### config.mk
export PLATFORM = sky130hd
export DESIGN_NAME = adder_arbiter
export DESIGN_NICKNAME = d
export VERILOG_FILES = /design/src/rtl/adder_arbiter.sv
export SDC_FILE = /design/constraint.sdc
export NUM_CORES = 1
export LEC_CHECK = 0
export CAP_MARGIN = 20
export CORE_ASPECT_RATIO = 0.7
export CORE_MARGIN = 5
export CORE_UTILIZATION = 35
export CTS_BUF_LIST = sky130_fd_sc_hd__clkbuf_4 sky130_fd_sc_hd__clkbuf_8
export DETAILED_ROUTE_END_ITERATION = 16
export HOLD_SLACK_MARGIN = 0.12
export PLACE_DENSITY = 0.86
export SETUP_SLACK_MARGIN = 0.2
export SYNTH_ARGS = -nofsm -noshare
export SYNTH_HDL_FRONTEND = slang
export SYNTH_SLANG_ARGS = --single-unit
### constraint.sdc
create_clock -name clk_i -period 7.6 [get_ports clk_i]
set_clock_uncertainty 0.05 [all_clocks]
set_input_delay 0.76 -clock clk_i [delete_from_list [all_inputs] [get_ports clk_i]]
set_output_delay 0.76 -clock clk_i [all_outputs]
set_load 0.02 [all_outputs]
### src/rtl/adder_arbiter.sv
// Round-robin sharing of one registered 16-bit adder among NUM_REQ clients,
// returning tagged sums in issue order through a credit-checked FIFO.
module adder_arbiter #(
    parameter int NUM_REQ = 4,
    parameter int ID_W    = 2,
    parameter int ADD_LAT = 1
) (
    input  logic                  clk_i,
    input  logic                  rst_n_i,
    input  logic [NUM_REQ-1:0]    req_valid_i,
    output logic [NUM_REQ-1:0]    req_ready_o,
    input  logic [NUM_REQ*16-1:0] req_data_1_i,
    input  logic [NUM_REQ*16-1:0] req_data_2_i,
    output logic [15:0]           add_data_1_o,
    output logic [15:0]           add_data_2_o,
    input  logic [16:0]           add_sum_i,
    output logic                  rsp_valid_o,
    input  logic                  rsp_ready_i,
    output logic [16:0]           rsp_sum_o,
    output logic [ID_W-1:0]       rsp_id_o,
    output logic                  idle_o
);
    localparam int RSP_DEPTH = ADD_LAT + 1;
    localparam int PTR_W     = $clog2(RSP_DEPTH);
    localparam int CNT_W     = $clog2(RSP_DEPTH + 1);
    localparam int LAT_CW    = $clog2(ADD_LAT + 1);

    logic [ID_W-1:0]    ptr;
    logic [ID_W-1:0]    grant_id;
    logic               any_valid;
    logic               issue;
    logic               pop;
    logic               push;
    logic [ADD_LAT-1:0] tag_vld;
    logic [ID_W-1:0]    tag_id [ADD_LAT];
    logic [16:0]        fifo_sum [RSP_DEPTH];
    logic [ID_W-1:0]    fifo_id [RSP_DEPTH];
    logic [PTR_W-1:0]   wr_ptr;
    logic [PTR_W-1:0]   rd_ptr;
    logic [CNT_W-1:0]   fifo_cnt;
    logic [LAT_CW-1:0]  inflight_cnt;

    function automatic logic [ID_W-1:0] rr_idx(
        input logic [ID_W-1:0] base,
        input int              off
    );
        int s;
        s = int'(base) + off;
        if (s >= NUM_REQ) s = s - NUM_REQ;
        return s[ID_W-1:0];
    endfunction

    function automatic logic [PTR_W-1:0] ptr_inc(input logic [PTR_W-1:0] p);
        if (p == PTR_W'(RSP_DEPTH - 1)) return '0;
        return p + 1'b1;
    endfunction

    always_comb begin
        grant_id  = '0;
        any_valid = 1'b0;
        for (int i = 0; i < NUM_REQ; i++) begin
            if (!any_valid && req_valid_i[rr_idx(ptr, i)]) begin
                any_valid = 1'b1;
                grant_id  = rr_idx(ptr, i);
            end
        end
    end

    always_comb begin
        inflight_cnt = '0;
        for (int k = 0; k < ADD_LAT; k++)
            inflight_cnt = inflight_cnt + LAT_CW'(tag_vld[k]);
    end

    // Credit returned by a pop is usable in the same cycle.
    assign pop   = rsp_valid_o & rsp_ready_i;
    assign push  = tag_vld[ADD_LAT-1];
    assign issue = any_valid &&
                   (int'(inflight_cnt) + int'(fifo_cnt) - int'(pop) < RSP_DEPTH);

    always_comb begin
        req_ready_o  = '0;
        add_data_1_o = '0;
        add_data_2_o = '0;
        if (issue) begin
            req_ready_o[grant_id] = 1'b1;
            add_data_1_o = req_data_1_i[16*grant_id +: 16];
            add_data_2_o = req_data_2_i[16*grant_id +: 16];
        end
    end

    always_ff @(posedge clk_i or negedge rst_n_i) begin
        if (!rst_n_i) begin
            ptr     <= '0;
            tag_vld <= '0;
            for (int k = 0; k < ADD_LAT; k++)
                tag_id[k] <= '0;
        end else begin
            if (issue)
                ptr <= (int'(grant_id) == NUM_REQ - 1) ? '0 : grant_id + 1'b1;
            tag_vld[0] <= issue;
            tag_id[0]  <= grant_id;
            for (int k = 1; k < ADD_LAT; k++) begin
                tag_vld[k] <= tag_vld[k-1];
                tag_id[k]  <= tag_id[k-1];
            end
        end
    end

    always_ff @(posedge clk_i or negedge rst_n_i) begin
        if (!rst_n_i) begin
            wr_ptr   <= '0;
            rd_ptr   <= '0;
            fifo_cnt <= '0;
            for (int k = 0; k < RSP_DEPTH; k++) begin
                fifo_sum[k] <= '0;
                fifo_id[k]  <= '0;
            end
        end else begin
            assert (!(push && fifo_cnt == CNT_W'(RSP_DEPTH)));
            if (push) begin
                fifo_sum[wr_ptr] <= add_sum_i;
                fifo_id[wr_ptr]  <= tag_id[ADD_LAT-1];
                wr_ptr           <= ptr_inc(wr_ptr);
            end
            if (pop)
                rd_ptr <= ptr_inc(rd_ptr);
            fifo_cnt <= fifo_cnt + CNT_W'(push) - CNT_W'(pop);
        end
    end

    assign rsp_valid_o = (fifo_cnt != '0);
    assign rsp_sum_o   = rsp_valid_o ? fifo_sum[rd_ptr] : '0;
    assign rsp_id_o    = rsp_valid_o ? fifo_id[rd_ptr] : '0;
    assign idle_o      = (inflight_cnt == '0) && (fifo_cnt == '0);

endmodule

==> results.yml <==
sta:
  tightest_slew_ns: 1.07
  hold_viol_final: 0
  fin_hold_ws_ns: 0.235
  rsz0062_at_grt: "false"
  max-slew-margin-rel: 0.285
  fin_crit_sh: 0.729
  fin_ws_ns: 2.06
  maxSlewViolCount: 0
  setup_viol: 0
  max_freq_mhz: 180
  fin_setup_tns_ns: 0
  finalCriticalPeriod_ns: 5.54
critical_path:
  cp-start-kind: "primary input"
  worst_ep_required_time_ns: 6.79
  cp_max_fo: 32
  cp-end-kind: "primary output"
  crit_arrival_ns: 4.73
  r2r_slack_ns: 5.16
  critPathKind: "in -> out"
  rr_worst_depth: 10
die:
  die-area_sq_um: 11700
  initial_core_util: 0.353
  die_h_microns: 92.2
  fp-row-count: 30
  die_w_microns: 127
  core_sq_um: 9570
  pin_count: 209
clock_tree:
  root_buffer: "clkbuf_8"
  cts_tree: "built"
  cts_made_buffers: 5
  postCtsSetupRepairBufs: 0
  cts_num_sinks: 47
  clk_latency_ns: 0.29
  cts_hold_buf: 0
  cts-resized-gates: 0
  clk_pin_slew_ns: 0.09
  h-tree-depth: 2
  cts_max_path_buffers: 2
power_and_ir_drop:
  p_int_uw: 1320
  p_leak_uw: 0.00242
  pwr-share-seq: 0.199
  total_power_uw: 2300
  p_sw_uw: 984
  vdd_ir_drop_max_v: 0.000219
  comb_power_share: 0.718
  swShare: 0.428
  powerDensity_nw_per_um2: 404
  p_clk_frac: 0.083
grt:
  grt_max_degree: 65
  grt_usage: 0.180
  grt_busiest_layer: "met2"
  grt_pass1_vias: 3258
  grt_pass1_wl_microns: 16900
  antenna_found_initial: 0
  grt_overflow_total: 0
  grt_util_met3: 0.0390
  use_met2: 0.315
  grtUsageMet1: 0.225
logic_synthesis:
  yosys_warnings: 0
  syn_inst: 286
  avgSynthCellArea_sq_um: 11.8
  synth-seq-area-share: 0.348
  ys_ff_latch: 47
  synthDistinctLibCells: 32
  synth_enable_flop_cells: 0
  synth_flop_cell: "dfrtp_1"
  synth_top_area_share: 0.348
  ys_async_sr_fraction: 1.00
  syn_area_sq_um: 3380
  yosys-top-cells-area: "dfrtp_1 35%, mux2i_1 25%, mux2_2 13%"
  syn-num-nets: 444
  synth_common_cells: "83 x mux2i_1, 47 x dfrtp_1, 38 x mux2_2"
  synth_largest_area_cell: "dfrtp_1"
  yosysMostFrequentCell: "mux2i_1"
placed_design:
  port_buffers: 208
  placedCellCount: 604
  hpwlAfterDp_microns: 8850
  pre_cts_ws_ns: 2.05
  gp_congestion: 0.883
detailed_routing:
  wl_microns: 11000
  drc: 0
  routedWlPerCell_microns: 17.9
  vias_per_cell: 4.84
  final_antenna_net_count: 0
  drt-initial-drc-count: 142
  drt-pass1-iter-count: 4
  num_vias: 2975
cells_and_area:
  drive_gt1_frac: 0.185
  area_growth_pct: 68.7
  final_cells: 615
  antenna_cells: 0
  fin_nets: 644
hold_path:
  min_path_type: "in -> async"
run:
  maxCapViolCount: 0
run_status:
  status: "finished clean"
[area by class of cell]
cell class | count | area (sq um)
fillers | 797 | 3870
repair buffers | 214 | 2160
clock inverters | 2 | 38.8
well taps | 128 | 160
clock buffers | 6 | 82.6
multi-input cells | 209 | 2050
inverters | 9 | 33.8
flip-flops and latches | 47 | 1180
[layer usage]
| metal | routed length [microns] | vias up | share of wire |
|---|---|---|---|
| li1 | - | 1447 | - |
| met1 | 4510 | 1427 | 0.41 |
| met2 | 5760 | 81 | 0.52 |
| met3 | 522 | 20 | 0.047 |
| met4 | 223 | 0 | 0.020 |
| met5 | 0 | - | 0 |
[stage by stage]
stage	cell area [sq um]	util
2_1_floorplan	3380	-
3_3_place_gp	5520	0.576
3_5_place_dp	5520	0.576
4_1_cts	5640	0.589
5_1_grt	5700	0.595
6_report	5700	0.595
[power by group through the flow]
| stage | combinational (uW) | sequential, uW | clock (uW) |
|---|---|---|---|
| global placement | 1600 | 473 | 0 |
| floorplan | 1050 | 435 | 0 |
| finish | 1650 | 458 | 191 |
| detailed placement | 1620 | 484 | 0 |
| global route | 1760 | 474 | 211 |
| CTS | 1630 | 478 | 196 |
[logic make-up (layout without fill, tap and decap cells)]
kind of cell	after synthesis	count (layout)	share of synthesized area
AOI/OAI and AO/OA	40	40	0.134
xor gates and xnor gates	3	3	0.00778
adders and majority gates	6	6	0.0244
buffers and inverters	30	231	0.0530
DFF	47	47	0.348
muxes	122	122	0.377
and+or+nand+nor	38	38	0.0559
[cells in the final DEF (no fill, tap or decap), types with 2 or more instances in the layout]
cell | netlist | layout
mux2i_1 | 83 | 83
o22ai_2 | 30 | 30
a21oi_1 | 2 | 2
clkdlybuf4s50_1 | 0 | 207
ha_1 | 5 | 5
xor2_1 | 2 | 2
buf_4 | 6 | 3
o22ai_1 | 2 | 2
inv_1 | 9 | 9
and2_1 | 4 | 4
dfrtp_1 | 47 | 47
nor2_1 | 22 | 22
nand2_1 | 3 | 3
mux2_2 | 38 | 38
clkbuf_8 | 0 | 6
[critical path: stages]
cell             delay (ns)
clkdlybuf4s50_1        0.50
inv_1                  0.06
nor3_1                 0.26
a21o_1                 0.13
ha_1                   0.14
inv_1                  0.05
fa_1                   0.48
inv_1                  0.08
nor3_4                 0.40
or3b_2                 0.90
o22ai_2                0.31
clkdlybuf4s50_1        0.66
[registers in the layout, summed over array words and instances, names as in the netlist]
register / flops
fifo_id: 4
tag_id: 2
rd_ptr: 1
fifo_cnt: 2
push: 1
fifo_sum: 34
wr_ptr: 1
ptr: 2
[worst paths after layout]
kind	from	endpoint
min in group clk_i	wr_ptr$_DFFE_PN0P_	wr_ptr$_DFFE_PN0P_
max reg2reg	fifo_cnt[1]$_DFF_PN0_	ptr[1]$_DFFE_PN0P_
max	rsp_ready_i	add_data_2_o[13]
min	rst_n_i	fifo_sum[30]$_DFFE_PN0P_
max in group asynchronous	rst_n_i	ptr[0]$_DFFE_PN0P_
min reg2reg	wr_ptr$_DFFE_PN0P_	wr_ptr$_DFFE_PN0P_
Power figures use the tool's default switching activity.
